$ cat config.mk
export PLATFORM = sky130hd
export DESIGN_NAME = gpc_mem_arbiter
export DESIGN_NICKNAME = d
export VERILOG_FILES = /design/src/rtl/gpc_mem_arbiter.sv
export SDC_FILE = /design/constraint.sdc
export NUM_CORES = 1
export LEC_CHECK = 0
export ABC_AREA = 1
export BUFFER_PORTS_ARGS = -buffer_cell sky130_fd_sc_hd__buf_2
export CAP_MARGIN = 20
export CORE_MARGIN = 1.5
export CORE_UTILIZATION = 27
export CTS_BUF_LIST = sky130_fd_sc_hd__clkbuf_4 sky130_fd_sc_hd__clkbuf_8 sky130_fd_sc_hd__clkbuf_16
export CTS_CLUSTER_DIAMETER = 120
export DETAILED_ROUTE_END_ITERATION = 12
export GPL_TIMING_DRIVEN = 1
export PLACE_DENSITY = 0.8
export SYNTH_ARGS = -nofsm -noshare
export SYNTH_HDL_FRONTEND = slang
export SYNTH_SLANG_ARGS = --single-unit
$ cat constraint.sdc
create_clock -name clk -period 1.66 [get_ports clk]
set_clock_uncertainty 0.05 [all_clocks]
set_input_delay 0.083 -clock clk [delete_from_list [all_inputs] [get_ports clk]]
set_output_delay 0.083 -clock clk [all_outputs]
set_load 0.01 [all_outputs]
$ cat src/rtl/gpc_mem_arbiter.sv
// Two-master arbiter for the GPC memory bus: registered grants, one-cycle turnaround, round-robin.
// Define ARB_BURST_LIMIT_EN to preempt an owner after MAX_BURST transfers while the other master waits.
module gpc_mem_arbiter #(
  parameter int ADDR_W    = 16,
  parameter int DATA_W    = 8,
  parameter int MAX_BURST = 8
) (
  input  logic              clk,
  input  logic              rst_n,
  input  logic              m0_req,
  input  logic [ADDR_W-1:0] m0_addr,
  input  logic              m0_rw,
  input  logic [DATA_W-1:0] m0_wdata,
  output logic              m0_gnt,
  input  logic              m1_req,
  input  logic [ADDR_W-1:0] m1_addr,
  input  logic              m1_rw,
  input  logic [DATA_W-1:0] m1_wdata,
  output logic              m1_gnt,
  output logic [DATA_W-1:0] m_rdata,
  output logic [ADDR_W-1:0] mem_addr,
  output logic              mem_rw,
  output logic              mem_oe,
  output logic [DATA_W-1:0] mem_wdata,
  input  logic [DATA_W-1:0] mem_rdata,
  output logic [1:0]        owner
);

  // state | meaning
  // IDLE  | bus free, no grant
  // GNT0  | master 0 owns the bus
  // GNT1  | master 1 owns the bus
  // TURN  | one dead cycle between owners, waiting master is ~last
  typedef enum logic [1:0] {IDLE = 2'd0, GNT0 = 2'd1, GNT1 = 2'd2, TURN = 2'd3} state_t;

  if (MAX_BURST < 1) begin : g_bad_burst
    $error("MAX_BURST must be at least 1");
  end

  state_t state, state_nx;
  logic   last, last_nx;
  logic   burst_done;

`ifdef ARB_BURST_LIMIT_EN
  localparam int CNT_W = (MAX_BURST > 1) ? $clog2(MAX_BURST) : 1;
  localparam logic [CNT_W-1:0] CNT_MAX = CNT_W'(MAX_BURST - 1);

  logic [CNT_W-1:0] cnt;
  logic             xfer;
  logic             entering_gnt;

  assign xfer         = ((state == GNT0) && m0_req) || ((state == GNT1) && m1_req);
  assign entering_gnt = ((state_nx == GNT0) && (state != GNT0)) ||
                        ((state_nx == GNT1) && (state != GNT1));
  assign burst_done   = (cnt == CNT_MAX);

  always_ff @(posedge clk or negedge rst_n) begin
    if (!rst_n) begin
      cnt <= '0;
    end else if (entering_gnt) begin
      cnt <= '0;
    end else if (xfer && !burst_done) begin
      cnt <= cnt + CNT_W'(1);
    end
  end
`else
  assign burst_done = 1'b0;
`endif

  // last resets to master 1 so master 0 wins the first contention
  always_ff @(posedge clk or negedge rst_n) begin
    if (!rst_n) begin
      state <= IDLE;
      last  <= 1'b1;
    end else begin
      state <= state_nx;
      last  <= last_nx;
    end
  end

  always_comb begin
    state_nx = state;
    case (state)
      IDLE: begin
        if (m0_req && m1_req) state_nx = last ? GNT0 : GNT1;
        else if (m0_req)      state_nx = GNT0;
        else if (m1_req)      state_nx = GNT1;
      end
      GNT0: begin
        if (!m0_req)                 state_nx = m1_req ? TURN : IDLE;
        else if (burst_done && m1_req) state_nx = TURN;
      end
      GNT1: begin
        if (!m1_req)                 state_nx = m0_req ? TURN : IDLE;
        else if (burst_done && m0_req) state_nx = TURN;
      end
      TURN: begin
        if (last) state_nx = m0_req ? GNT0 : IDLE;
        else      state_nx = m1_req ? GNT1 : IDLE;
      end
      default: state_nx = IDLE;
    endcase

    last_nx = last;
    if ((state_nx == GNT0) && (state != GNT0)) last_nx = 1'b0;
    if ((state_nx == GNT1) && (state != GNT1)) last_nx = 1'b1;
  end

  // bus controls are qualified by req so a release idles the bus in its last granted cycle
  always_comb begin
    m0_gnt    = (state == GNT0);
    m1_gnt    = (state == GNT1);
    owner     = {m1_gnt, m0_gnt};
    mem_addr  = '0;
    mem_wdata = '0;
    mem_rw    = 1'b0;
    if (m0_gnt) begin
      mem_addr  = m0_addr;
      mem_wdata = m0_wdata;
      mem_rw    = m0_req & m0_rw;
    end else if (m1_gnt) begin
      mem_addr  = m1_addr;
      mem_wdata = m1_wdata;
      mem_rw    = m1_req & m1_rw;
    end
    mem_oe = mem_rw;
  end

  assign m_rdata = mem_rdata;

endmodule

==> flow_summary.toml, run 1 <==
[run_status]
outcome = "finished clean"

[placed_design]
buffer_ports.inserted = 83
place.detailed.hpwl_mm = 1.965
place_inst = 176
globalplace.congestion = 0.7715

[pwr]
power_switching_share = 0.4863
pwr_density_cell_nw_per_um2 = 1695
total_switching_power_uw = 827.1
p_clk_frac = 0.087
comb_power_share = 0.813
vdd.ir_drop.worst_v = 0.0006001
leakage_power_total_uw = 0.0006405
p_seq_frac = 0.100
p_int_uw = 873.6

[grt]
grt_util_all_layers = 0.1869
antenna_found_initial = 0
grt_start_max_net_pins = 28
number_of_global_route_vias_before_repair = 783
grt_first_pass_wirelength_mm = 3.560
overflow = 0

[die]
dieWidth_um = 49.32
die_area_sq_um = 2432
die_height_um = 49.32
coreArea_sq_um = 1982
io_pins = 100
number_of_core_rows = 16
initial_core_util = 0.2923

[synthesis]
total_of_flip_flops_plus_latches_after_synthesis = 3
postSynthCellCount = 80
number_of_nets_in_the_synthesized_netlist = 142
post_synth_instance_area_sq_um = 579.3
yosys_warnings = 0
synth.largest_area_cell = "a22o_1"
seq_area_frac_synth = 0.1317
synthDominantCellAreaShare = 0.3629
synth_top_cells_by_area = "a22o_1, buf_4, nand2_1"
post_synth_num_cell_types = 18
avg_synthesized_cell_area_sq_um = 7.241

[timing]
finalWorstPathRequiredPeriod_ns = 1.527
grt_setup_unrepaired = "no"
relative_slew_margins = 0.8403
measured_slew_at_the_worst_slew_check_pin_ns = 0.2395
final.period_utilization = 0.9197
aggregate_negative_setup_slack_ns = 0
drv_slew = 0
setup_viol = 0
hold_violations = 0
fmax_mhz = 655.0

[flow_run]
cap_violations = 0

[hold_path]
hp-class = "in2async"

[finish]
num-nets-final = 219
drive_gt1_frac = 0.6410
diodes = 0
post_route_insts_no_fill = 183
layout_common_cells = "buf_2, a22o_1, nand2_1"
most_common_cell_after_layout_fill_and_taps_aside = "buf_2"
area_growth_pct = 73.22

[route]
drcViolationCount = 0
dr.first_iter.drc_count = 20
drt_wl_total_mm = 2.399
first_pass_iters = 4
viasPerCell = 4.667
via_count = 854
ant_nets = 0
routedWlPerCell_um = 13.11

[worst_setup_path]
critical_path.reg2reg.endpoint = "last$_DFFE_PN1P_"
cp_data_required_time_ns = 1.53
crit_arrival_ns = 1.39
reg2reg_slack_ns = 0.37
endpoint_class_of_the_critical_path = "output pin"
logic_depth_of_the_worst_register_to_register_path = 8
worst_setup_sp_type = "flip-flop"
worstReg2RegStart = "state[0]$_DFF_PN0_"
worst-path-max-fanout = 27
setup_cp_type = "reg2out"

[clock_network]
clk-insertion-delay-late_ns = 0.24
tritoncts = "yes"
clkTransAtPathRegs_ns = 0.04
h-tree-depth = 1
cts_made_buffers = 3
clkSinkCount = 3
cts_max_path_buffers = 2
clock-root-buffer = "clkbuf_4"
worst max-delay path, cell delays in order, from the launching register on:
cell	delay (ns)
dfrtp_1	0.45
nand2_2	0.14
inv_4	0.22
a22o_1	0.20
buf_2	0.14
power by group through the flow:
stage | Combinational, uW | Clock, uW | Sequential (uW)
6_report | 1380 | 148 | 169
5_1_grt | 1490 | 164 | 179
3_3_place_gp | 1270 | 0 | 168
2_1_floorplan | 920 | 0 | 160
3_5_place_dp | 1300 | 0 | 171
4_1_cts | 1300 | 150 | 171
how the worst max path moves through the flow:
| stage | depth (start not counted) | slack [ns] | end | from |
|---|---|---|---|---|
| final | 4 | 0.13 | mem_addr[2] | state[0]$_DFF_PN0_ |
| after CTS | 4 | 0.006 | mem_addr[2] | state[0]$_DFF_PN0_ |
| after global placement | 4 | 0.30 | mem_addr[2] | state[0]$_DFF_PN0_ |
| after global routing | 4 | 0.04 | mem_addr[2] | state[0]$_DFF_PN0_ |
| after detailed placement | 4 | 0.26 | mem_addr[2] | state[0]$_DFF_PN0_ |
| after floorplan | 5 | 0.31 | mem_rw | state[0]$_DFF_PN0_ |
state kept, by name (all words and copies together) (netlist names):
register  flops
state         2
last          1
cell type report:
cell class	count	area, sq um
clock buffer	4	30.03
inverter	8	32.53
fill	200	978.4
sequential	3	76.32
multi-input combinational	54	357.8
timing repair buffer	87	473.0
tap	27	33.78
metal layers:
metal / up-vias / wire [um] / global-route usage
met4: 0 / 12 / 0.07143
met2: 42 / 1271 / 0.3266
met3: 2 / 237 / 0.06442
met1: 379 / 877 / 0.2056
li1: 431 / - / -
met5: - / 0 / 0
cells in the mapped netlist:
cell / count
inv_2: 4
dfrtp_1: 2
o21ai_1: 2
buf_2: 2
nand3b_1: 1
a21oi_2: 1
nor2_1: 3
nor2_4: 1
nand3_1: 4
inv_1: 4
nand2_1: 14
a22o_1: 24
o211ai_1: 1
nor2_2: 1
nand2_2: 2
dfstp_2: 1
buf_6: 2
buf_4: 11
per-stage QoR:
stage / worst slack, ns / hold slack [ns] / instance area, sq um / total power (uW) / util
4_1_cts: 0.006180 / 0.1151 / 973.4 / 1625 / 0.4912
2_1_floorplan: 0.3086 / -0.2626 / 579.3 / 1080 / -
6_report: 0.1333 / 0.1151 / 1003 / 1701 / 0.5063
3_3_place_gp: 0.2989 / -0.1684 / 933.4 / 1442 / 0.4710
3_5_place_dp: 0.2555 / -0.1695 / 933.4 / 1470 / 0.4710
5_1_grt: 0.04466 / 0.1160 / 1003 / 1838 / 0.5063
repair_timing:
action                     in CTS  in global routing
resized for setup               0                  2
buffers inserted                0                  2
hold endpoints to repair        3                  0
setup endpoints to repair       0                 26
hold buffers                    1                  0
cells by family after synthesis:
kind of cell | Yosys count | synth area share
AND/OR/NAND/NOR | 26 | 0.2095
AO/OA/AOI/OAI | 28 | 0.4082
buffers and inverters | 23 | 0.2505
flip-flops | 3 | 0.1318
No activity file was read; power rests on OpenSTA's default activity.
==> inputs of run 2 (changes only) <==
--- a/config.mk
+++ b/config.mk
@@ -15,6 +15,7 @@
 export DETAILED_ROUTE_END_ITERATION = 12
 export GPL_TIMING_DRIVEN = 1
 export PLACE_DENSITY = 0.8
+export RECOVER_POWER = 25
 export SYNTH_ARGS = -nofsm -noshare
 export SYNTH_HDL_FRONTEND = slang
 export SYNTH_SLANG_ARGS = --single-unit
==> flow_summary.toml, run 2 (synthesis gave the netlist of run 1 again) <==
[grt]
antenna_found_initial = 0
grt_util_all_layers = 0.1869
grt_start_max_net_pins = 28
number_of_global_route_vias_before_repair = 783
overflow = 0
grt_first_pass_wirelength_mm = 3.560

[route]
viasPerCell = 4.656
first_pass_iters = 4
routedWlPerCell_um = 13.10
detailroute.wirelength.met2_mm = 1.276
met3WireLength_um = 220
via_count = 852
drt_wl_total_mm = 2.397
ant_nets = 0
drcViolationCount = 0
dr.first_iter.drc_count = 20
maxUsedRoutingLayer = "met3"
wl_met1_um = 900

[pwr]
pwr_density_cell_nw_per_um2 = 1696
vdd.ir_drop.worst_v = 0.0006020
leakage_power_total_uw = 0.0006377
totalPowerFinal_uw = 1700

[timing]
drv_slew = 0
measured_slew_at_the_worst_slew_check_pin_ns = 0.2397
fmax_mhz = 653.6
grt_setup_unrepaired = "no"
relative_slew_margins = 0.8402
hold_violations = 0
aggregate_negative_setup_slack_ns = 0
final.period_utilization = 0.9217
setup_viol = 0
finalWorstPathRequiredPeriod_ns = 1.530

[placed_design]
globalplace.congestion = 0.7715
place.detailed.hpwl_mm = 1.965
placed_cell_area_sq_um = 933.4
buffer_ports.inserted = 83

[finish]
drive_gt1_frac = 0.6346
layout_common_cells = "buf_2, a22o_1, nand2_1"
largest_reg_flops = 2
diodes = 0
most_common_cell_after_layout_fill_and_taps_aside = "buf_2"
register_name_with_the_most_flops = "state"
finish.instance_area_sq_um = 1002
num-nets-final = 219
largest_registers = "state: 2 flops, last: 1 flops"
area_growth_pct = 73.00

[die]
coreArea_sq_um = 1982
die_height_um = 49.32
dieWidth_um = 49.32
number_of_core_rows = 16
initial_core_util = 0.2923
die_area_sq_um = 2432
io_pins = 100

[clock_network]
cts_made_buffers = 3
cts_max_path_buffers = 2
clkTransAtPathRegs_ns = 0.05
clock-root-buffer = "clkbuf_4"
h-tree-depth = 1
clk-insertion-delay-late_ns = 0.24
tritoncts = "yes"
clkSinkCount = 3

[worst_setup_path]
crit_arrival_ns = 1.40
worst_setup_sp_type = "flip-flop"
reg2reg_slack_ns = 0.36
cells_along_the_critical_path = "inv_2 -> nand2_2 -> inv_4 -> a22o_1 -> buf_2"
cp_slowest_cell = "dfrtp_1"
setup_cp_type = "reg2out"
logic_depth_of_the_worst_register_to_register_path = 9
critical_path.max_stage_delay_ns = 0.39
worstReg2RegStart = "state[1]$_DFF_PN0_"
endpoint_class_of_the_critical_path = "output pin"
cp_data_required_time_ns = 1.53
start_point_of_the_critical_path = "state[1]$_DFF_PN0_"
worst-path-max-fanout = 27
critical_path.reg2reg.endpoint = "last$_DFFE_PN1P_"
capturing_instance_or_port_of_the_critical_path = "mem_addr[2]"

[hold_path]
hp-class = "in2async"

[run_status]
outcome = "finished clean"

[flow_run]
cap_violations = 0
[run 2: cell types whose count changed in the layout (fill, tap and decap cells not counted)]
cell	change
buf_2	-1
clkbuf_1	+1
[run 2: area by class of cell]
class | instances | area, sq um
clock buffers | 4 | 30.03
repair buffers | 87 | 471.7
flip-flops and latches | 3 | 76.32
multi-input cells | 54 | 357.8
well taps | 27 | 33.78
fillers | 201 | 979.7
inverters | 8 | 32.53
[run 2: what timing repair did]
action,4_1_cts,5_1_grt
hold buffers,1,0
setup buffers,0,2
hold endpoints to repair,3,0
resized for setup,0,2
endpoints found under the setup margin,0,26
[run 2: metal layers]
layer / vias to the layer above / GRT usage
met3: 0 / 0.06442
met4: 0 / 0.07143
met5: - / 0
met1: 382 / 0.2056
met2: 40 / 0.3266
li1: 430 / -
[run 2: per-stage QoR]
stage | setup slack, ns | utilization | hold WS [ns] | instances
after detailed placement | 0.2555 | 0.4710 | -0.1695 | 176
after floorplan | 0.3086 | - | -0.2626 | 80
after global routing | 0.04466 | 0.5057 | 0.1160 | 183
after global placement | 0.2989 | 0.4710 | -0.1684 | 176
final | 0.1300 | 0.5057 | 0.1160 | 183
after CTS | 0.006180 | 0.4912 | 0.1151 | 181
[run 2: critical path, delay by kind of cell, from the launching register on]
family                 cells  cell delay (ns)
buffers and inverters      3             0.45
DFF                        1             0.39
AOI/OAI and AO/OA          1             0.21
and+or+nand+nor            1             0.10
[run 2: how the worst min path moves through the flow]
stage                            start                 end  slack [ns]  cells after the start
final                            rst_n  state[1]$_DFF_PN0_        0.12                      2
after detailed placement         rst_n  state[0]$_DFF_PN0_       -0.17                      1
after CTS                        rst_n  state[1]$_DFF_PN0_        0.12                      2
after floorplan                  rst_n  state[0]$_DFF_PN0_       -0.26                      0
after global routing      mem_rdata[4]          m_rdata[4]        0.12                      0
after global placement           rst_n  state[1]$_DFF_PN0_       -0.17                      1
[run 2: power breakdown]
part           switching [uW]  internal (uW)
Sequential               47.5            122
Clock                    41.8            107
Combinational             737            645
Total                     827            873
